**config.mk**
```make
export PLATFORM = sky130hd
export DESIGN_NAME = riscv32ima_issue_ctrl
export DESIGN_NICKNAME = d
export VERILOG_FILES = /design/src/rtl/riscv32ima_pkg.sv /design/src/rtl/riscv32ima_scoreboard.sv /design/src/rtl/riscv32ima_issue_ctrl.sv
export SDC_FILE = /design/constraint.sdc
export NUM_CORES = 1
export LEC_CHECK = 0
export ABC_AREA = 0
export ABC_CLOCK_PERIOD_IN_PS = 6600
export CAP_MARGIN = 10
export CORE_AREA = 2 2 205 207
export DETAILED_ROUTE_END_ITERATION = 8
export DIE_AREA = 0 0 207 209
export DONT_BUFFER_PORTS = 1
export PLACE_DENSITY = 0.42
export REMOVE_ABC_BUFFERS = 1
export SYNTH_ARGS = -nofsm -noshare
export SYNTH_HDL_FRONTEND = slang
export SYNTH_HIERARCHICAL = 1
export SYNTH_SLANG_ARGS = --single-unit
```
**constraint.sdc**
```tcl
create_clock -name clk -period 6.6 [get_ports clk]
set_clock_uncertainty 0.2 [all_clocks]
set_input_delay 0.66 -clock clk [delete_from_list [all_inputs] [get_ports clk]]
set_output_delay 0.66 -clock clk [all_outputs]
set_load 0.05 [all_outputs]
```
**src/rtl/riscv32ima_pkg.sv**
```systemverilog
// Shared definitions for the riscv32ima issue path: opcode map, issue FSM
// states and the opcode-class decode helpers used by the issue controller.
package riscv32ima_pkg;

  localparam int RV_OPCODE_WIDTH   = 7;
  localparam int RV_REG_ADDR_WIDTH = 5;

  // Base opcode map (inst[6:0])
  localparam logic [RV_OPCODE_WIDTH-1:0] LOAD      = 7'b0000011;
  localparam logic [RV_OPCODE_WIDTH-1:0] LOAD_FP   = 7'b0000111;
  localparam logic [RV_OPCODE_WIDTH-1:0] CUSTOM_0  = 7'b0001011;
  localparam logic [RV_OPCODE_WIDTH-1:0] MISC_MEM  = 7'b0001111;
  localparam logic [RV_OPCODE_WIDTH-1:0] OP_IMM    = 7'b0010011;
  localparam logic [RV_OPCODE_WIDTH-1:0] AUIPC     = 7'b0010111;
  localparam logic [RV_OPCODE_WIDTH-1:0] OP_IMM_32 = 7'b0011011;
  localparam logic [RV_OPCODE_WIDTH-1:0] STORE     = 7'b0100011;
  localparam logic [RV_OPCODE_WIDTH-1:0] STORE_FP  = 7'b0100111;
  localparam logic [RV_OPCODE_WIDTH-1:0] CUSTOM_1  = 7'b0101011;
  localparam logic [RV_OPCODE_WIDTH-1:0] AMO       = 7'b0101111;
  localparam logic [RV_OPCODE_WIDTH-1:0] OP        = 7'b0110011;
  localparam logic [RV_OPCODE_WIDTH-1:0] LUI       = 7'b0110111;
  localparam logic [RV_OPCODE_WIDTH-1:0] OP_32     = 7'b0111011;
  localparam logic [RV_OPCODE_WIDTH-1:0] MADD      = 7'b1000011;
  localparam logic [RV_OPCODE_WIDTH-1:0] MSUB      = 7'b1000111;
  localparam logic [RV_OPCODE_WIDTH-1:0] NMSUB     = 7'b1001011;
  localparam logic [RV_OPCODE_WIDTH-1:0] NMADD     = 7'b1001111;
  localparam logic [RV_OPCODE_WIDTH-1:0] OP_FP     = 7'b1010011;
  localparam logic [RV_OPCODE_WIDTH-1:0] CUSTOM_2  = 7'b1011011;
  localparam logic [RV_OPCODE_WIDTH-1:0] BRANCH    = 7'b1100011;
  localparam logic [RV_OPCODE_WIDTH-1:0] JALR      = 7'b1100111;
  localparam logic [RV_OPCODE_WIDTH-1:0] JAL       = 7'b1101111;
  localparam logic [RV_OPCODE_WIDTH-1:0] SYSTEM    = 7'b1110011;
  localparam logic [RV_OPCODE_WIDTH-1:0] CUSTOM_3  = 7'b1111011;

  // Issue FSM: normal issue, drain for serializing ops, wait for control transfer
  typedef enum logic [1:0] {
    RUN     = 2'd0,
    DRAIN   = 2'd1,
    BR_WAIT = 2'd2
  } issue_state_e;

  function automatic logic uses_rs1(input logic [RV_OPCODE_WIDTH-1:0] opc);
    case (opc)
      LOAD, OP_IMM, STORE, AMO, OP, BRANCH, JALR, SYSTEM: uses_rs1 = 1'b1;
      default:                                             uses_rs1 = 1'b0;
    endcase
  endfunction

  function automatic logic uses_rs2(input logic [RV_OPCODE_WIDTH-1:0] opc);
    case (opc)
      STORE, AMO, OP, BRANCH: uses_rs2 = 1'b1;
      default:                uses_rs2 = 1'b0;
    endcase
  endfunction

  function automatic logic writes_rd(input logic [RV_OPCODE_WIDTH-1:0] opc);
    case (opc)
      LOAD, OP_IMM, AUIPC, AMO, OP, LUI, JALR, JAL, SYSTEM: writes_rd = 1'b1;
      default:                                              writes_rd = 1'b0;
    endcase
  endfunction

  function automatic logic is_serial(input logic [RV_OPCODE_WIDTH-1:0] opc);
    case (opc)
      SYSTEM, MISC_MEM: is_serial = 1'b1;
      default:          is_serial = 1'b0;
    endcase
  endfunction

  function automatic logic is_ctrl(input logic [RV_OPCODE_WIDTH-1:0] opc);
    case (opc)
      BRANCH, JAL, JALR: is_ctrl = 1'b1;
      default:           is_ctrl = 1'b0;
    endcase
  endfunction

endpackage

```
**src/rtl/riscv32ima_scoreboard.sv**
```systemverilog
// Pending-write scoreboard: one bit per architectural register. A set (issue)
// wins over a same-cycle clear (write-back) of the same register; x0 is never
// marked. eff is the pending set with the current write-back already removed,
// so a same-cycle write-back bypasses hazards.
module riscv32ima_scoreboard
  import riscv32ima_pkg::*;
#(
  parameter int REG_ADDR_WIDTH = 5
) (
  input  logic                             clk,
  input  logic                             nrst,
  input  logic                             set_en,
  input  logic [REG_ADDR_WIDTH-1:0]        set_addr,
  input  logic                             clr_en,
  input  logic [REG_ADDR_WIDTH-1:0]        clr_addr,
  output logic [(2**REG_ADDR_WIDTH)-1:0]   pending,
  output logic [(2**REG_ADDR_WIDTH)-1:0]   eff,
  output logic                             empty,
  output logic                             eff_empty
);

  localparam int NUM_REGS = 2**REG_ADDR_WIDTH;

  logic [NUM_REGS-1:0] pending_r;
  logic [NUM_REGS-1:0] set_mask_s;
  logic [NUM_REGS-1:0] clr_mask_s;

  // Decode set/clear requests into one-hot masks; x0 is never marked pending
  always_comb begin
    set_mask_s = {NUM_REGS{1'b0}};
    clr_mask_s = {NUM_REGS{1'b0}};
    if (set_en && (set_addr != {REG_ADDR_WIDTH{1'b0}})) begin
      set_mask_s[set_addr] = 1'b1;
    end else begin
      set_mask_s = {NUM_REGS{1'b0}};
    end
    if (clr_en) begin
      clr_mask_s[clr_addr] = 1'b1;
    end else begin
      clr_mask_s = {NUM_REGS{1'b0}};
    end
  end

  // Pending vector update: clear first, then set, so issue wins over write-back
  always_ff @(posedge clk or negedge nrst) begin
    if (!nrst) begin
      pending_r <= {NUM_REGS{1'b0}};
    end else begin
      pending_r <= (pending_r & ~clr_mask_s) | set_mask_s;
    end
  end

  assign pending   = pending_r;
  assign eff       = pending_r & ~clr_mask_s;
  assign empty     = (pending_r == {NUM_REGS{1'b0}});
  assign eff_empty = (eff == {NUM_REGS{1'b0}});

endmodule

```
**src/rtl/riscv32ima_issue_ctrl.sv**
```systemverilog
// In-order issue controller between the decoder and the ALU. Holds a single
// registered issue slot, stalls on RAW/WAW hazards against pending writes,
// serializes SYSTEM/MISC_MEM and blocks after any control transfer until
// write-back resolves it (no speculation).
module riscv32ima_issue_ctrl
  import riscv32ima_pkg::*;
#(
  parameter int ADDR_WIDTH     = 32,
  parameter int DATA_WIDTH     = 64,
  parameter int REG_ADDR_WIDTH = 5,
  parameter int OPCODE_WIDTH   = 7,
  parameter int FUNC3_WIDTH    = 3,
  parameter int FUNC7_WIDTH    = 7
) (
  input  logic                      clk,
  input  logic                      nrst,
  input  logic                      dec_valid,
  output logic                      dec_ready,
  input  logic [OPCODE_WIDTH-1:0]   dec_opcode,
  input  logic [FUNC3_WIDTH-1:0]    dec_func3_opcode,
  input  logic [FUNC7_WIDTH-1:0]    dec_func7_opcode,
  input  logic [REG_ADDR_WIDTH-1:0] dec_src0_addr,
  input  logic [REG_ADDR_WIDTH-1:0] dec_src1_addr,
  input  logic [REG_ADDR_WIDTH-1:0] dec_dst_addr,
  input  logic [ADDR_WIDTH-1:0]     dec_mem_addr,
  input  logic [DATA_WIDTH-1:0]     dec_src0_data,
  input  logic [DATA_WIDTH-1:0]     dec_src1_data,
  input  logic [DATA_WIDTH-1:0]     dec_imm_data,
  output logic                      iss_valid,
  input  logic                      iss_ready,
  output logic [OPCODE_WIDTH-1:0]   iss_opcode,
  output logic [FUNC3_WIDTH-1:0]    iss_func3_opcode,
  output logic [FUNC7_WIDTH-1:0]    iss_func7_opcode,
  output logic [REG_ADDR_WIDTH-1:0] iss_src0_addr,
  output logic [REG_ADDR_WIDTH-1:0] iss_src1_addr,
  output logic [REG_ADDR_WIDTH-1:0] iss_dst_addr,
  output logic [ADDR_WIDTH-1:0]     iss_mem_addr,
  output logic [DATA_WIDTH-1:0]     iss_src0_data,
  output logic [DATA_WIDTH-1:0]     iss_src1_data,
  output logic [DATA_WIDTH-1:0]     iss_imm_data,
  input  logic                      wback_reg_wen,
  input  logic [REG_ADDR_WIDTH-1:0] wback_reg_addr,
  input  logic                      wback_pc_wen,
  input  logic                      wback_br_done,
  output logic                      busy
);

  localparam int NUM_REGS = 2**REG_ADDR_WIDTH;

  issue_state_e        state_r;
  issue_state_e        state_nxt_s;

  logic                uses_rs1_s;
  logic                uses_rs2_s;
  logic                writes_rd_s;
  logic                serial_s;
  logic                ctrl_s;

  logic [NUM_REGS-1:0] sb_pending_s;
  logic [NUM_REGS-1:0] eff_s;
  logic                sb_empty_s;
  logic                eff_empty_s;

  logic                hazard_s;
  logic                serial_block_s;
  logic                slot_free_s;
  logic                accept_s;

  // Classify the instruction currently offered by the decoder
  always_comb begin
    uses_rs1_s  = uses_rs1(dec_opcode);
    uses_rs2_s  = uses_rs2(dec_opcode);
    writes_rd_s = writes_rd(dec_opcode);
    serial_s    = is_serial(dec_opcode);
    ctrl_s      = is_ctrl(dec_opcode);
  end

  // Hazard terms against the effective pending set (same-cycle write-back bypassed)
  always_comb begin
    hazard_s       = (uses_rs1_s  && eff_s[dec_src0_addr]) ||
                     (uses_rs2_s  && eff_s[dec_src1_addr]) ||
                     (writes_rd_s && eff_s[dec_dst_addr]);
    serial_block_s = serial_s && (!eff_empty_s || iss_valid);
    slot_free_s    = !iss_valid || iss_ready;
  end

  assign accept_s = dec_valid && dec_ready;

  riscv32ima_scoreboard #(
    .REG_ADDR_WIDTH (REG_ADDR_WIDTH)
  ) u_scoreboard (
    .clk       (clk),
    .nrst      (nrst),
    .set_en    (accept_s && writes_rd_s),
    .set_addr  (dec_dst_addr),
    .clr_en    (wback_reg_wen),
    .clr_addr  (wback_reg_addr),
    .pending   (sb_pending_s),
    .eff       (eff_s),
    .empty     (sb_empty_s),
    .eff_empty (eff_empty_s)
  );

  // FSM state register
  always_ff @(posedge clk or negedge nrst) begin
    if (!nrst) begin
      state_r <= RUN;
    end else begin
      state_r <= state_nxt_s;
    end
  end

  // FSM next state: enter DRAIN/BR_WAIT on accept, leave on drain or resolution
  always_comb begin
    state_nxt_s = state_r;
    case (state_r)
      RUN: begin
        if (accept_s && serial_s) begin
          state_nxt_s = DRAIN;
        end else if (accept_s && ctrl_s) begin
          state_nxt_s = BR_WAIT;
        end else begin
          state_nxt_s = RUN;
        end
      end
      DRAIN: begin
        if (!iss_valid && eff_empty_s) begin
          state_nxt_s = RUN;
        end else begin
          state_nxt_s = DRAIN;
        end
      end
      BR_WAIT: begin
        if (wback_pc_wen || wback_br_done) begin
          state_nxt_s = RUN;
        end else begin
          state_nxt_s = BR_WAIT;
        end
      end
      default: state_nxt_s = RUN;
    endcase
  end

  // FSM output: decoder handshake only while running with a free, hazard-free slot
  always_comb begin
    dec_ready = 1'b0;
    case (state_r)
      RUN: begin
        if (slot_free_s && !hazard_s && !serial_block_s) begin
          dec_ready = 1'b1;
        end else begin
          dec_ready = 1'b0;
        end
      end
      DRAIN:   dec_ready = 1'b0;
      BR_WAIT: dec_ready = 1'b0;
      default: dec_ready = 1'b0;
    endcase
  end

  // Issue slot: load on accept, empty when the ALU takes it, hold while stalled
  always_ff @(posedge clk or negedge nrst) begin
    if (!nrst) begin
      iss_valid        <= 1'b0;
      iss_opcode       <= {OPCODE_WIDTH{1'b0}};
      iss_func3_opcode <= {FUNC3_WIDTH{1'b0}};
      iss_func7_opcode <= {FUNC7_WIDTH{1'b0}};
      iss_src0_addr    <= {REG_ADDR_WIDTH{1'b0}};
      iss_src1_addr    <= {REG_ADDR_WIDTH{1'b0}};
      iss_dst_addr     <= {REG_ADDR_WIDTH{1'b0}};
      iss_mem_addr     <= {ADDR_WIDTH{1'b0}};
      iss_src0_data    <= {DATA_WIDTH{1'b0}};
      iss_src1_data    <= {DATA_WIDTH{1'b0}};
      iss_imm_data     <= {DATA_WIDTH{1'b0}};
    end else if (accept_s) begin
      iss_valid        <= 1'b1;
      iss_opcode       <= dec_opcode;
      iss_func3_opcode <= dec_func3_opcode;
      iss_func7_opcode <= dec_func7_opcode;
      iss_src0_addr    <= dec_src0_addr;
      iss_src1_addr    <= dec_src1_addr;
      iss_dst_addr     <= dec_dst_addr;
      iss_mem_addr     <= dec_mem_addr;
      iss_src0_data    <= dec_src0_data;
      iss_src1_data    <= dec_src1_data;
      iss_imm_data     <= dec_imm_data;
    end else if (iss_valid && iss_ready) begin
      iss_valid        <= 1'b0;
    end
  end

  assign busy = (state_r != RUN) || !sb_empty_s || iss_valid;

endmodule

```
==> impl_metrics.py, run 1 <==
metrics = {
    "run_status": {
        "status": "finished with violations",
        "violations": "hold timing",
    },
    "clocking": {
        "cts_buffer_depth": 3,
        "cts.clk_slew.worst_paths_ns": 0.05,
        "cts_sinks": 291,
        "clk_latency_ns": 0.54,
        "cts_tree": "done",
        "cts_root_buf": "clkbuf_16",
        "cts_max_level": 2,
        "cts_made_buffers": 36,
        "postCtsSetupRepairBufs": 0,
        "cts.repair.resized": 0,
    },
    "sta": {
        "fin_hold_ws_ns": -0.362,
        "slew_viol_final": 0,
        "worstMarginPinSlew_ns": 0.986,
        "clock.fmax_mhz": 199,
        "hold_viol": 291,
        "relSlewSlack": 0.340,
        "fin_crit_sh": 0.762,
        "setup_viol": 0,
        "grt_setup_unrepaired": "false",
        "period_needed_ns": 5.03,
    },
    "synthesis": {
        "ys_top_cells_by_area": "dfrtp_1, mux2_1, mux4_2, mux2_2, o21ai_0",
        "synthArstFlopShare": 1.00,
        "seq_area_frac_synth": 0.596,
        "syn_avg_cell_area_um2": 14.7,
        "synth_top_area_share": 0.596,
        "yosysUniqueCellTypes": 46,
        "synthCells": 831,
        "ys_seq_elements": 291,
        "synth_warnings": 6,
        "yosysTopAreaCell": "dfrtp_1",
        "synthFlopType": "dfrtp_1",
        "synth_area_mm2": 0.0122,
        "synth_edf_count": 0,
    },
    "power": {
        "combPwrFrac": 0.074,
        "vdd_drop_max_uv": 188,
        "p_leak_nw": 5.93,
        "p_sw_frac": 0.391,
        "p_int_mw": 3.53,
        "clkPwrFrac": 0.347,
        "power_frac_seq": 0.580,
        "p_sw_mw": 2.27,
        "powerDensity_mw_per_mm2": 417,
        "totalPowerFinal_mw": 5.80,
    },
    "min_path": {
        "hold_path.class": "in -> async",
    },
    "die": {
        "die_h_um": 209,
        "die_w_um": 207,
        "start_util": 0.296,
        "core.rowCount": 75,
        "ios": 527,
        "core_mm2": 0.0413,
        "die-area_mm2": 0.0433,
    },
    "layout": {
        "final-instance-count-excl-fill": 1400,
        "final_cell_mix": "dfrtp_1, mux2_1, o21ai_0",
        "area_growth_pct": 13.9,
        "nets": 1100,
        "drive_gt1_frac": 0.170,
        "nFillCells": 4066,
        "final_common_cell": "dfrtp_1",
        "final_cell_area_mm2": 0.0139,
    },
    "grt": {
        "grt_pass1_vias": 7442,
        "globalRouteTotalUtil": 0.163,
        "gr-total-overflow": 0,
        "grt_start_max_net_pins": 292,
        "grt_pass1_wl_um": 52800,
        "grt_antenna_before_repair": 8,
    },
    "routing": {
        "ant_nets": 0,
        "drtIter0Drc": 483,
        "wl_per_cell_um": 25.7,
        "drt_first_pass_iters": 4,
        "drc": 0,
        "vias": 6975,
        "viasPerCell": 4.98,
        "finalWirelength_um": 36000,
    },
    "worst_setup_path": {
        "setup.worst_path.class": "in -> out",
        "cp.arrival_ns": 4.17,
        "critPathLaunchType": "primary input",
        "crit_path_top_delay_cell": "nor2_1",
        "slowest_delay_ns": 0.76,
        "path_cells": "or3b_1, o21ai_1, inv_1, mux4_2, mux4_2, o2111ai_1, o221ai_1, or4_1, nor2_1",
        "timing.rr.start": "u_scoreboard/pending[14]",
        "timing.rr.end": "u_scoreboard/pending[20]",
        "crit_start": "wback_reg_addr[1]",
        "r2r_cells": 11,
        "endpoint": "dec_ready",
        "rrSetupSlack_ns": 2.57,
        "critPathRequiredTime_ns": 5.74,
        "path_max_fanout": 9,
        "crit_top_cell": "mux4_2",
        "end_kind": "primary output",
    },
    "place": {
        "port_buffers": 0,
        "place_hpwl_um": 26800,
        "placed_cell_area_mm2": 0.0127,
        "dp.cells": 1333,
        "gp_congestion": 0.755,
    },
    "run": {
        "max_cap_violations": 0,
    },
}
## routing by layer
metal	share of wire	global-route usage	vias to the layer above
met1	0.36	0.178	3595
li1	-	-	3024
met2	0.54	0.296	295
met4	0.025	0.0478	2
met3	0.078	0.0585	59
met5	0.00033	0	-
## layout make-up
| cell class | count | area (um^2) | share of cell area |
|---|---|---|---|
| well taps | 539 | 674 | 0.0485 |
| repair buffers | 3 | 47.5 | 0.00342 |
| clock buffers | 47 | 1000 | 0.0720 |
| multi-input cells | 463 | 4550 | 0.327 |
| clock inverters | 16 | 210 | 0.0151 |
| flip-flops and latches | 291 | 7280 | 0.523 |
| diodes | 4 | 10.0 | 0.000719 |
| inverters | 37 | 139 | 0.00998 |
## state kept, by name, summed over array words and instances, names as in the netlist
signal                count
state_r                   2
u_scoreboard/pending     32
iss_src1_data            64
iss_dst_addr              5
iss_mem_addr             32
iss_src1_addr             5
iss_imm_data             64
iss_func7_opcode          7
iss_src0_data            64
iss_func3_opcode          3
iss_src0_addr             5
iss_opcode                7
iss_valid                 1
## critical path, delay by kind of cell
kind	cells	cell delay, ns
AOI/OAI and AO/OA	3	0.68
and+or+nand+nor	3	1.77
muxes	2	0.92
buffers and inverters	1	0.13
## stage by stage
step / worst slack, ns / util / hold slack, ns / setup TNS (ns)
finish: 1.57 / 0.337 / -0.362 / 0
global route: 1.39 / 0.337 / -0.406 / 0
CTS: 1.54 / 0.337 / -0.409 / 0
detailed placement: 1.55 / 0.307 / 0.170 / 0
global placement: 1.54 / 0.307 / 0.170 / 0
floorplan: -5.78 / - / 0.164 / -1545.56
## power by group through the flow
stage          Clock [mW]  Sequential, mW  Combinational [mW]
2_1_floorplan           0            3.29               0.389
3_3_place_gp            0            3.42               0.420
3_5_place_dp            0            3.42               0.435
4_1_cts              2.09            3.38               0.436
5_1_grt              2.17            3.40               0.476
6_report             2.01            3.36               0.427
## logic make-up (layout without fill, tap and decap cells)
| logic type | count (synthesis) | after routing | synth area share |
|---|---|---|---|
| mux | 283 | 283 | 0.284 |
| compound gates | 88 | 88 | 0.0402 |
| buf+inv | 77 | 103 | 0.0318 |
| flops | 291 | 291 | 0.596 |
| other cells | 0 | 4 | 0 |
| simple gates | 92 | 92 | 0.0486 |
## how the worst min path moves through the flow
| stage | start | endpoint | depth (start not counted) |
|---|---|---|---|
| after floorplan | nrst | iss_dst_addr[0] | 0 |
| after global placement | nrst | iss_src1_data[14] | 0 |
| after detailed placement | nrst | iss_imm_data[37] | 0 |
| after CTS | nrst | iss_imm_data[37] | 0 |
| after global routing | nrst | iss_imm_data[37] | 0 |
| final | nrst | iss_imm_data[37] | 0 |
## Yosys cell counts (3+ instances only)
master      n
nor4b_1     4
nor2_1      9
dfrtp_1   291
or4_1       3
mux2_2     49
or3b_2      4
mux2_1    207
nand2_1     9
mux4_2     25
nor2b_1     5
nand4_1     9
o21ai_1     7
nand3b_1   16
nand3_1    10
a21oi_1     5
nor4_1      9
inv_1      37
or3_1       3
clkbuf_1    7
o21ai_0    60
buf_2      10
buf_4      21
Power figures use the tool's default switching activity.
==> run 2, diff against run 1 <==
Settings changed: ABC_CLOCK_PERIOD_IN_PS 6600 to 5170, CORE_AREA 2 2 205 207 to 2 2 202 204, DIE_AREA 0 0 207 209 to 0 0 204 206, PLACE_DENSITY 0.42 to 0.43.
Clock period 6.6 ns to 5.17 ns, I/O delays scaled along.
==> impl_metrics.py, run 2 (same netlist as run 1, synthesis figures left out) <==
metrics = {
    "clocking": {
        "cts.repair.resized": 0,
        "cts_max_level": 2,
        "cts.clk_slew.worst_paths_ns": 0.05,
        "cts_tree": "done",
        "cts_buffer_depth": 3,
        "clk_latency_ns": 0.52,
        "cts_sinks": 291,
        "postCtsSetupRepairBufs": 0,
        "cts_hold_buf": 258,
        "cts_made_buffers": 35,
        "cts_root_buf": "clkbuf_16",
    },
    "power": {
        "vdd_drop_max_uv": 306,
        "powerDensity_mw_per_mm2": 446,
        "p_leak_nw": 6.96,
    },
    "die": {
        "die-area_mm2": 0.0420,
        "ios": 527,
        "core.rowCount": 74,
        "start_util": 0.304,
        "die_h_um": 206,
        "core_mm2": 0.0402,
        "die_w_um": 204,
    },
    "worst_setup_path": {
        "timing.rr.start": "u_scoreboard/pending[19]",
        "setup.worst_path.class": "in -> out",
        "path_max_fanout": 8,
        "critPathLaunchType": "primary input",
        "end_kind": "primary output",
        "cp.arrival_ns": 3.66,
        "crit_start": "wback_reg_addr[0]",
        "critPathRequiredTime_ns": 4.45,
    },
    "sta": {
        "worstMarginPinSlew_ns": 0.744,
        "relSlewSlack": 0.500,
        "fin_hold_ws_ns": -0.503,
        "grt_setup_unrepaired": "false",
        "hold_viol": 291,
        "period_needed_ns": 4.38,
        "setup_viol": 0,
        "fin_crit_sh": 0.847,
        "clock.fmax_mhz": 228,
        "slew_viol_final": 0,
    },
    "place": {
        "dp.cells": 1331,
        "gp_congestion": 0.811,
        "port_buffers": 0,
        "place_hpwl_um": 25400,
    },
    "routing": {
        "drc": 0,
        "drt_first_pass_iters": 6,
        "vias": 8061,
        "drtIter0Drc": 558,
        "ant_nets": 0,
        "finalWirelength_um": 36700,
        "wl_per_cell_um": 22.3,
        "viasPerCell": 4.89,
    },
    "layout": {
        "final_cell_mix": "dfrtp_1, dlygate4sd3_1, mux2_1",
        "final_common_cell": "dfrtp_1",
        "final-instance-count-excl-fill": 1650,
        "area_growth_pct": 33.9,
        "top_regs": "iss_imm_data x64, iss_src0_data x64, iss_src1_data x64",
        "nets": 1362,
        "drive_gt1_frac": 0.124,
        "nFillCells": 3744,
    },
    "grt": {
        "globalRouteTotalUtil": 0.169,
        "grt_start_max_net_pins": 292,
        "grt_pass1_wl_um": 54400,
        "grt_pass1_vias": 8732,
        "grt_antenna_before_repair": 2,
        "gr-total-overflow": 0,
    },
    "run_status": {
        "violations": "hold timing",
        "status": "finished with violations",
    },
    "min_path": {
        "hold_path.class": "in -> async",
    },
    "run": {
        "max_cap_violations": 0,
    },
}
## run 2: changes by cell type in the layout (fill, tap and decap cells not counted), sizes merged
cell | before | now
bufinv | 4 | 1
clkinv | 6 | 5
inv | 40 | 38
dlygate4sd3 | 0 | 258
diode | 4 | 2
clkinvlp | 3 | 0
buf | 3 | 8
clkbuf | 47 | 52
## run 2: final timing paths
check                      depth (start not counted)                  endpoint  slack, ns
setup / recovery                                  10                 dec_ready       0.79
hold / removal                                     0          iss_imm_data[54]      -0.50
setup reg to reg                                  10         iss_src0_data[27]       1.34
hold reg to reg                                    2  u_scoreboard/pending[24]       0.36
max in group asynchronous                          0          iss_imm_data[48]       4.84
min in group clk                                   2   u_scoreboard/pending[1]       0.04
## run 2: area by class of cell
type | count | area, um^2 | area share
Tap cell | 532 | 666 | 0.0407
Timing Repair Buffer | 266 | 2690 | 0.164
Antenna cell | 2 | 5.00 | 0.000306
Multi-Input combinational cell | 463 | 4550 | 0.278
Sequential cell | 291 | 7280 | 0.445
Clock inverter | 7 | 63.8 | 0.00390
Clock buffer | 52 | 970 | 0.0592
Inverter | 37 | 139 | 0.00848
## run 2: per-layer routing
layer  vias up  share of wire  GRT usage
li1       3542              -          -
met1      4037           0.38      0.196
met2       424           0.49      0.290
met3        58           0.10     0.0598
met4         0          0.028     0.0572
met5         -              0          0
## run 2: worst max-delay path: stages
cell and delay [ns]:
nand3b_1 0.37, o21ai_0 0.54, inv_1 0.16, mux4_2 0.49, mux4_2 0.47, o2111ai_1 0.11
o221ai_1 0.20, or4_1 0.47, nor2_1 0.11, buf_4 0.21
## run 2: power breakdown
part / total [mW] / switching [mW] / internal [mW]
clock network: 2.27 / 0.931 / 1.34
logic: 0.727 / 0.285 / 0.441
registers: 4.29 / 1.66 / 2.63
## run 2: through the flow
step	utilization	power [mW]	setup TNS [ns]	area [um^2]	worst slack, ns
after global routing	0.407	7.60	0	16400	0.511
final	0.407	7.29	0	16400	0.791
after global placement	0.317	4.90	0	12700	0.532
after floorplan	-	4.69	-1917.50	12000	-7.07
after CTS	0.407	7.40	0	16400	0.835
after detailed placement	0.317	4.91	0	12700	0.519
